`src/rtl/dot_pkg.sv`:
```
// Shared constants and types for the nibble dot-product operand path.
// Lane geometry, loader FSM states and frame-kind encodings.
package dot_pkg;

  localparam int NIBBLE_W = 4;
  localparam int LANES    = 4;
  localparam int VEC_W    = NIBBLE_W * LANES;
  localparam int CNT_W    = $clog2(LANES);

  localparam logic KIND_INPUT  = 1'b0;
  localparam logic KIND_WEIGHT = 1'b1;

  typedef enum logic {
    NO_WEIGHTS = 1'b0,
    ARMED      = 1'b1
  } ld_state_e;

  localparam logic [CNT_W-1:0] LAST_LANE =
    CNT_W'(LANES - 1);

endpackage

```
`src/rtl/nibble_shift_assembler.sv`:
```
// Shifts nibbles into a vector, counts lanes, latches frame kind
// and pulses frame_done on the edge that completes a frame.
module nibble_shift_assembler
  import dot_pkg::*;
(
  input  logic                clk,
  input  logic                rst_n,
  input  logic                fire,
  input  logic                flush,
  input  logic [NIBBLE_W-1:0] in_data,
  input  logic                in_is_weight,
  output logic                last_lane,
  output logic                cur_kind,
  output logic                frame_done,
  output logic [VEC_W-1:0]    vec
);

  logic [CNT_W-1:0] count;
  logic [VEC_W-1:0] shift_q;
  logic             kind_q;

  assign vec        = {in_data, shift_q[VEC_W-1:NIBBLE_W]};
  assign last_lane  = (count == LAST_LANE);
  assign cur_kind   = (count == '0) ? in_is_weight : kind_q;
  assign frame_done = fire & last_lane & ~flush;

  always_ff @(posedge clk) begin
    if (!rst_n) begin
      count   <= '0;
      shift_q <= '0;
      kind_q  <= KIND_INPUT;
    end else if (flush) begin
      count   <= '0;
      shift_q <= '0;
    end else if (fire) begin
      shift_q <= vec;
      kind_q  <= cur_kind;
      if (last_lane) count <= '0;
      else           count <= count + CNT_W'(1);
    end
  end

endmodule

```
`src/rtl/dot_operand_loader.sv`:
```
// Assembles nibble frames into weight/input vectors and emits
// input vectors paired with atomically committed weights.
module dot_operand_loader
  import dot_pkg::*;
(
  input  logic                clk,
  input  logic                rst_n,
  input  logic                in_valid,
  output logic                in_ready,
  input  logic [NIBBLE_W-1:0] in_data,
  input  logic                in_is_weight,
  input  logic                flush,
  output logic                out_valid,
  input  logic                out_ready,
  output logic [VEC_W-1:0]    out_weights,
  output logic [VEC_W-1:0]    out_inputs,
  output logic                err_no_weight
);

  ld_state_e        state;
  logic [VEC_W-1:0] active_weights;
  logic [VEC_W-1:0] vec;
  logic             last_lane;
  logic             cur_kind;
  logic             frame_done;
  logic             fire;
  logic             stall;
  logic             consume;
  logic             w_done;
  logic             i_done;

  // Only the nibble that would overwrite a held pair is stalled.
  assign stall = last_lane
               & (cur_kind == KIND_INPUT)
               & (state == ARMED)
               & out_valid & ~out_ready;

  assign in_ready = rst_n & ~stall;
  assign fire     = in_valid & in_ready;
  assign consume  = out_valid & out_ready;
  assign w_done   = frame_done & (cur_kind == KIND_WEIGHT);
  assign i_done   = frame_done & (cur_kind == KIND_INPUT);

  nibble_shift_assembler u_asm (
    .clk          (clk),
    .rst_n        (rst_n),
    .fire         (fire),
    .flush        (flush),
    .in_data      (in_data),
    .in_is_weight (in_is_weight),
    .last_lane    (last_lane),
    .cur_kind     (cur_kind),
    .frame_done   (frame_done),
    .vec          (vec)
  );

  always_ff @(posedge clk) begin
    if (!rst_n) begin
      state          <= NO_WEIGHTS;
      active_weights <= '0;
      out_valid      <= 1'b0;
      out_weights    <= '0;
      out_inputs     <= '0;
      err_no_weight  <= 1'b0;
    end else begin
      if (w_done) begin
        active_weights <= vec;
        state          <= ARMED;
      end
      if (i_done && state == ARMED) begin
        out_inputs  <= vec;
        out_weights <= active_weights;
        out_valid   <= 1'b1;
      end else begin
        if (i_done) err_no_weight <= 1'b1;
        if (consume) out_valid <= 1'b0;
      end
    end
  end

endmodule

```
`config.mk`:
```
export PLATFORM = sky130hd
export DESIGN_NAME = dot_operand_loader
export DESIGN_NICKNAME = d
export VERILOG_FILES = /design/src/rtl/dot_pkg.sv /design/src/rtl/nibble_shift_assembler.sv /design/src/rtl/dot_operand_loader.sv
export SDC_FILE = /design/constraint.sdc
export NUM_CORES = 1
export LEC_CHECK = 0
export CAP_MARGIN = 0
export CELL_PAD_IN_SITES_DETAIL_PLACEMENT = 1
export CELL_PAD_IN_SITES_GLOBAL_PLACEMENT = 2
export CORE_UTILIZATION = 32
export DETAILED_ROUTE_END_ITERATION = 10
export PLACE_DENSITY = 0.79
export SLEW_MARGIN = 20
export SYNTH_ARGS = -nofsm -noshare
export SYNTH_HDL_FRONTEND = slang
export SYNTH_SLANG_ARGS = --single-unit
```
`constraint.sdc`:
```
create_clock -name clk -period 3.1 [get_ports clk]
set_clock_uncertainty 0.2 [all_clocks]
set_input_delay 0.31 -clock clk [delete_from_list [all_inputs] [get_ports clk]]
set_output_delay 0.31 -clock clk [all_outputs]
set_load 0.01 [all_outputs]
```
# After elaboration in Yosys (flattened, before gate mapping)

Cells that the tools add are included.

Register bits: 70
Logic and storage cells: 38
Output and inout port bits: 35

$add $sub $neg: 1
Bitwise operators: 17
Reduce and logical (&&, ||, !) cells: 6
Eq/ne operators: 1
Multiplexer cells: 4

Operators by type and width:

| cell                                                           | number |
|---|---|
| 1-bit bitwise AND                                              | 11 |
| 1-bit inverter                                                 | 6 |
| 2-bit AND reduction                                            | 2 |
| 1-bit two-way mux                                              | 3 |
| 2-bit by 1-bit adder with 2-bit output (second input constant) | 1 |
| 2-bit == test (second input constant)                          | 1 |
| 2-bit zero test                                                | 1 |
| 2-bit two-way mux                                              | 1 |
| 2-bit nonzero test                                             | 1 |
| 2-bit OR reduction                                             | 1 |
| 1-bit logical AND                                              | 1 |

# Longest topological paths before layout

Depth in word-level cells: 16
Mapped depth: 7
Mapped depth without buffers: 5

# Cells and area by module

From an unflattened synthesis, not the netlist that was laid out.

Cell total of the unflattened synthesis: 290
Area, all modules: 2,745.1 sq um

Modules (own cells, without submodules):

| module                 | cells an instance | sequential area each (sq um) | area each (sq um) | times used |
|---|---|---|---|---|
| dot_operand_loader     | 228               | 1,021.0                      | 2,108.3           | 1 |
| nibble_shift_assembler | 62                | 300.3                        | 636.9             | 1 |

# Least setup slack after synthesis

Ideal clock, no wire load.

Path type: register -> register
Start: reg u_asm.count[0]
End: reg out_inputs[10]
Path slack: 939 ps
Required time: 2,780 ps
Buffers on the path: 2
Cell stages (with the launch flop): 8
Arrival: 1,841 ps
Period minus slack after synthesis: 2,161 ps
Path through: dfxtp_1 > inv_1 > ha_1 > mux2_4 > or4b_1 > buf_4 > buf_6 > mux2i_1

Word-level cells in the longest chain between the ends: 14
Elaborated cells on any way between the ends: 15

RTL lines:

| element                         | RTL line                                           | text |
|---|---|---|
| start, declared                 | nibble_shift_assembler.sv:18                       | `logic [CNT_W-1:0] count;` |
| start signal, assigned          | nibble_shift_assembler.sv:39                       | `else count <= count + CNT_W'(1);` |
| 2-bit zero test                 | nibble_shift_assembler.sv:24                       | `assign cur_kind = (count == '0) ? in_is_weight : kind_q;` |
| 1-bit two-way mux               | nibble_shift_assembler.sv:24                       |  |
| 1-bit inverter                  | dot_operand_loader.sv:34, dot_operand_loader.sv:42 |  |
| 1-bit bitwise AND               | dot_operand_loader.sv:34                           | `& (cur_kind == KIND_INPUT)` |
| 1-bit bitwise AND               | dot_operand_loader.sv:35                           | `& (state == ARMED)` |
| 1-bit bitwise AND (2 in series) | dot_operand_loader.sv:36                           | `& out_valid & ~out_ready;` |
| 1-bit inverter                  | dot_operand_loader.sv:38                           | `assign in_ready = rst_n & ~stall;` |
| 1-bit bitwise AND               | dot_operand_loader.sv:38                           |  |
| 1-bit bitwise AND               | dot_operand_loader.sv:39                           | `assign fire = in_valid & in_ready;` |
| 1-bit bitwise AND (2 in series) | nibble_shift_assembler.sv:25                       | `assign frame_done = fire & last_lane & ~flush;` |
| 1-bit bitwise AND (*)           | dot_operand_loader.sv:42                           | `assign i_done = frame_done & (cur_kind == KIND_INPUT);` |
| 1-bit logical AND (*)           | dot_operand_loader.sv:70                           | `if (i_done && state == ARMED) begin` |
| end signal, assigned            | dot_operand_loader.sv:71                           | `out_inputs <= vec;` |
| end, declared                   | dot_operand_loader.sv:16                           | `output logic [VEC_W-1:0] out_inputs,` |

Every way passes the cells marked *; elsewhere a longest branch is shown, timed or not.
A chain may end at the register's enable or synchronous reset.

# Worst setup path after layout

Start: reg u_asm.count[0]
End: reg out_inputs[11]

The elaborated chain is that of the path after synthesis.

==> metrics.md <==
| Metric | Value |
|---|---|
| Crit-path max cell delay | `0.71 ns` |
| Post-synthesis adder-cell area fraction | `0.00936` |
| Syn. warnings | `0` |
| Final HPWL DP | `4.04 mm` |
| Share of post-route cells with drive strength above 1 | `0.0742` |
| Critical Path End Type | `register` |
| R2R Path End | `out_inputs[11]` |
| CTS tree | `built` |
| GRT overflow | `0` |
| Register bit total from synthesis | `between 60 and 70` |
| Clock-pin slew on the worst setup and hold paths | `0.07 ns` |
| Initial antenna violation count | `0` |
| Die area | `8730 um^2` |
| FP Rows | `32` |
| P_leak | `between 1 and 1.5 nW` |
| Post-synthesis cell type count | `25` |
| CP endpoint | `out_inputs[11]` |
| Worst path buffer plus inverter count | `2` |
| CP startpoint | `u_asm.count[0]` |
| Final Max Tran Viols | `0` |
| # placed instances | `423` |
| RSZ-0062 raised after global routing | `no` |
| Final Setup Violations | `0` |
| Drt via density | `4.64` |
| Sequential power share | `0.468` |
| Depth of the worst register-to-register path | `6` |
| Total negative slack | `0 ns` |
| Sw frac | `0.213` |
| CTS Hold Bufs | `0` |
| Synth top area cells | `dfxtp_1 (49%), mux2i_1 (18%), nand2_1 (7.7%)` |
| Compound-Gate Fraction of Synth Area | `0.0917` |
| Status | `finished clean` |
| P&R area growth vs syn | `28.4%` |
| FF-to-FF setup slack | `between 0.5 and 0.6 ns` |
| Worst-path fanout max | `21` |
| Syn nets | `302` |
| Fin crit period | `2.57 ns` |
| Largest family of logic cells by synthesized area | `multiplexers` |
| Die Wd | `93.4 um` |
| Cell taking the most area after synthesis | `dfxtp_1` |
| Cell Area, Synth | `around 2700 um^2` |
| Share of the synthesized area in the top cell type | `0.494` |
| Clock root cell | `clkbuf_8` |
| Worst slew pin tran | `approximately 0.63 ns` |
| Diodes inserted | `0` |
| DR WL/cell | `13.4 um` |
| Hold Crit Class | `in -> reg` |
| Core area | `roughly 7900 um^2` |
| Num CTS Buffers | `9` |
| WP data required | `3.11 ns` |
| WP data arrival | `2.59 ns` |
| Max layer used | `met4` |
| Antenna-violating nets left | `0` |
| Nets@finish | `~340` |
| Maxcap violations | `0` |
| WL met2 | `2.65 mm` |
| Synth Area in XOR/XNOR | `0` |
| Max Fclk | `388 MHz` |
| Reg-to-Reg Start | `u_asm.count[0]` |
| Worst-Skew Late Latency | `0.34 ns` |
| Vias post-DR | `2036` |
| Post-CTS sizing | `0` |
| Sequential area share after synthesis | `0.494` |
| Met1 Routed Length | `2.91 mm` |
| CP Launch Type | `register` |
| H-tree levels | `3` |
| Family with the most delay on the worst path | `simple AND/OR/NAND/NOR gates` |
| Non-filler cells, final | `439` |
| Final Hold Vio Count | `0` |
| Combinational group share of total power | `0.037` |
| Slowest cell on crit path | `or4b_2` |
| TritonRoute pass-1 iters | `4` |
| Post-Synth Simple-Gate Area | `0.139` |
| Worst path cell trace | `inv_1, ha_1, mux2_4, or4b_2, buf_4, mux2i_1` |
| Die Span Y | `93.4 um` |
| Routed wl met3 | `192 um` |
| Critical path depth | `6` |
| Tot GR Track Use | `0.149` |
| I/O pin total | `45` |
| TritonCTS Sinks | `66` |
| Commonest non-fill, non-tap cell in the layout | `dfxtp_1` |
| Mux cell area share after synthesis | `0.182` |
| First-pass GRT wire length | `9.82 mm` |
| GPL Wtd Cong | `0.684` |
| VDD IR max | `0.000221 V` |
| Vias in the first global route | `about 2000` |
| Final WL | `5.87 mm` |
| Iteration-0 DRC count of the detailed router | `51` |
| Most frequent cells in the layout | `dfxtp_1 (66), nand2_1 (55), mux2i_1 (47)` |
| Slew margin rel. | `0.577` |
| Initial core utilization | `0.339` |
| Port-buffer cells | `44` |
| Pwr per Cell Area | `about 530 nW/um^2` |
| DRC | `0` |
| Hold Crit Depth | `2` |
| CP Class | `reg -> reg` |
| Sw Pwr | `roughly 0.39 mW` |
| Avg Inst Size Synth | `9.22 um^2` |
| CTS Buffer Depth | `2` |
| Post CTS Setup Buffer Count | `0` |
| Largest net degree at the start of global routing | `41` |
| Crit share post-route | `0.830` |
| Clock Power Share | `0.495` |
| Cell count after synthesis | `290` |
| Int Power | `around 1.4 mW` |
[worst reg2reg max path, stage by stage (launching register included)]
cell and delay, ns:
dfxtp_1 0.37, inv_1 0.06, ha_1 0.24, mux2_4 0.42
or4b_2 0.71, buf_4 0.27, mux2i_1 0.17
[cells by family (layout without fill, tap and decap cells)]
logic type                 count (synthesis)  in the layout
and+or+nand+nor                           83             83
DFF                                       66             66
buffers and inverters                     52             99
muxes                                     48             48
AOI/OAI and AO/OA                         39             39
adders and majority gates                  2              2
[metrics by stage]
step / cell area, um^2 / worst slack [ns] / power, mW / hold WS, ns / util
finish: 3430 / 0.526 / 1.82 / 0.184 / 0.435
detailed placement: 3180 / 0.494 / 0.942 / 0.241 / 0.403
global placement: 3180 / 0.529 / 0.941 / 0.235 / 0.403
floorplan: 2670 / 0.939 / 0.912 / 0.225 / -
global route: 3430 / 0.424 / 1.89 / 0.197 / 0.435
CTS: 3430 / 0.497 / 1.85 / 0.186 / 0.435
[routing by layer]
layer	up-vias	global-route usage
li1	1027	-
met1	964	0.187
met2	36	0.237
met3	9	0.0276
met4	0	0.0885
met5	-	0
[layout make-up]
class,instances,area (um^2)
clock inverter,6,114
inverter,33,124
timing repair buffer,50,480
clock buffer,10,138
sequential,66,1320
multi-input combinational,172,1130
tap,102,128
fill,923,4450
[state kept, by name, summed over array words and instances, names as in the netlist]
| name | cells |
|---|---|
| u_asm.count | 2 |
| u_asm.shift_q | 12 |
| out_valid | 1 |
| state | 1 |
| u_asm.kind_q | 1 |
| out_weights | 16 |
| err_no_weight | 1 |
| active_weights | 16 |
| out_inputs | 16 |
[power by group through the flow]
stage | Combinational [mW] | Sequential (mW) | Clock (mW)
floorplan | 0.0406 | 0.871 | 0
CTS | 0.0696 | 0.852 | 0.926
global route | 0.0753 | 0.852 | 0.967
global placement | 0.0690 | 0.872 | 0
finish | 0.0682 | 0.852 | 0.902
detailed placement | 0.0693 | 0.872 | 0
[synth_stat cells (all sizes together)]
library cell  number
nor2b              2
mux2               1
a21oi              2
nand3             16
clkbuf            12
nand4b             1
nor2               1
nor3               1
or4b               1
a21boi            19
nand3b             1
mux2i             47
and4b              2
nand2b             3
o21ai             17
dfxtp             66
buf                7
nand2             55
o21a               1
inv               33
ha                 2
[worst min path at each step]
| stage | from | endpoint | slack (ns) |
|---|---|---|---|
| after global placement | active_weights[13] | out_weights[13] | 0.23 |
| after detailed placement | active_weights[6] | out_weights[6] | 0.24 |
| final | rst_n | active_weights[2] | 0.18 |
| after CTS | rst_n | active_weights[2] | 0.19 |
| after global routing | rst_n | active_weights[0] | 0.20 |
| after floorplan | active_weights[0] | out_weights[0] | 0.22 |
No activity file was read; power rests on OpenSTA's default activity.
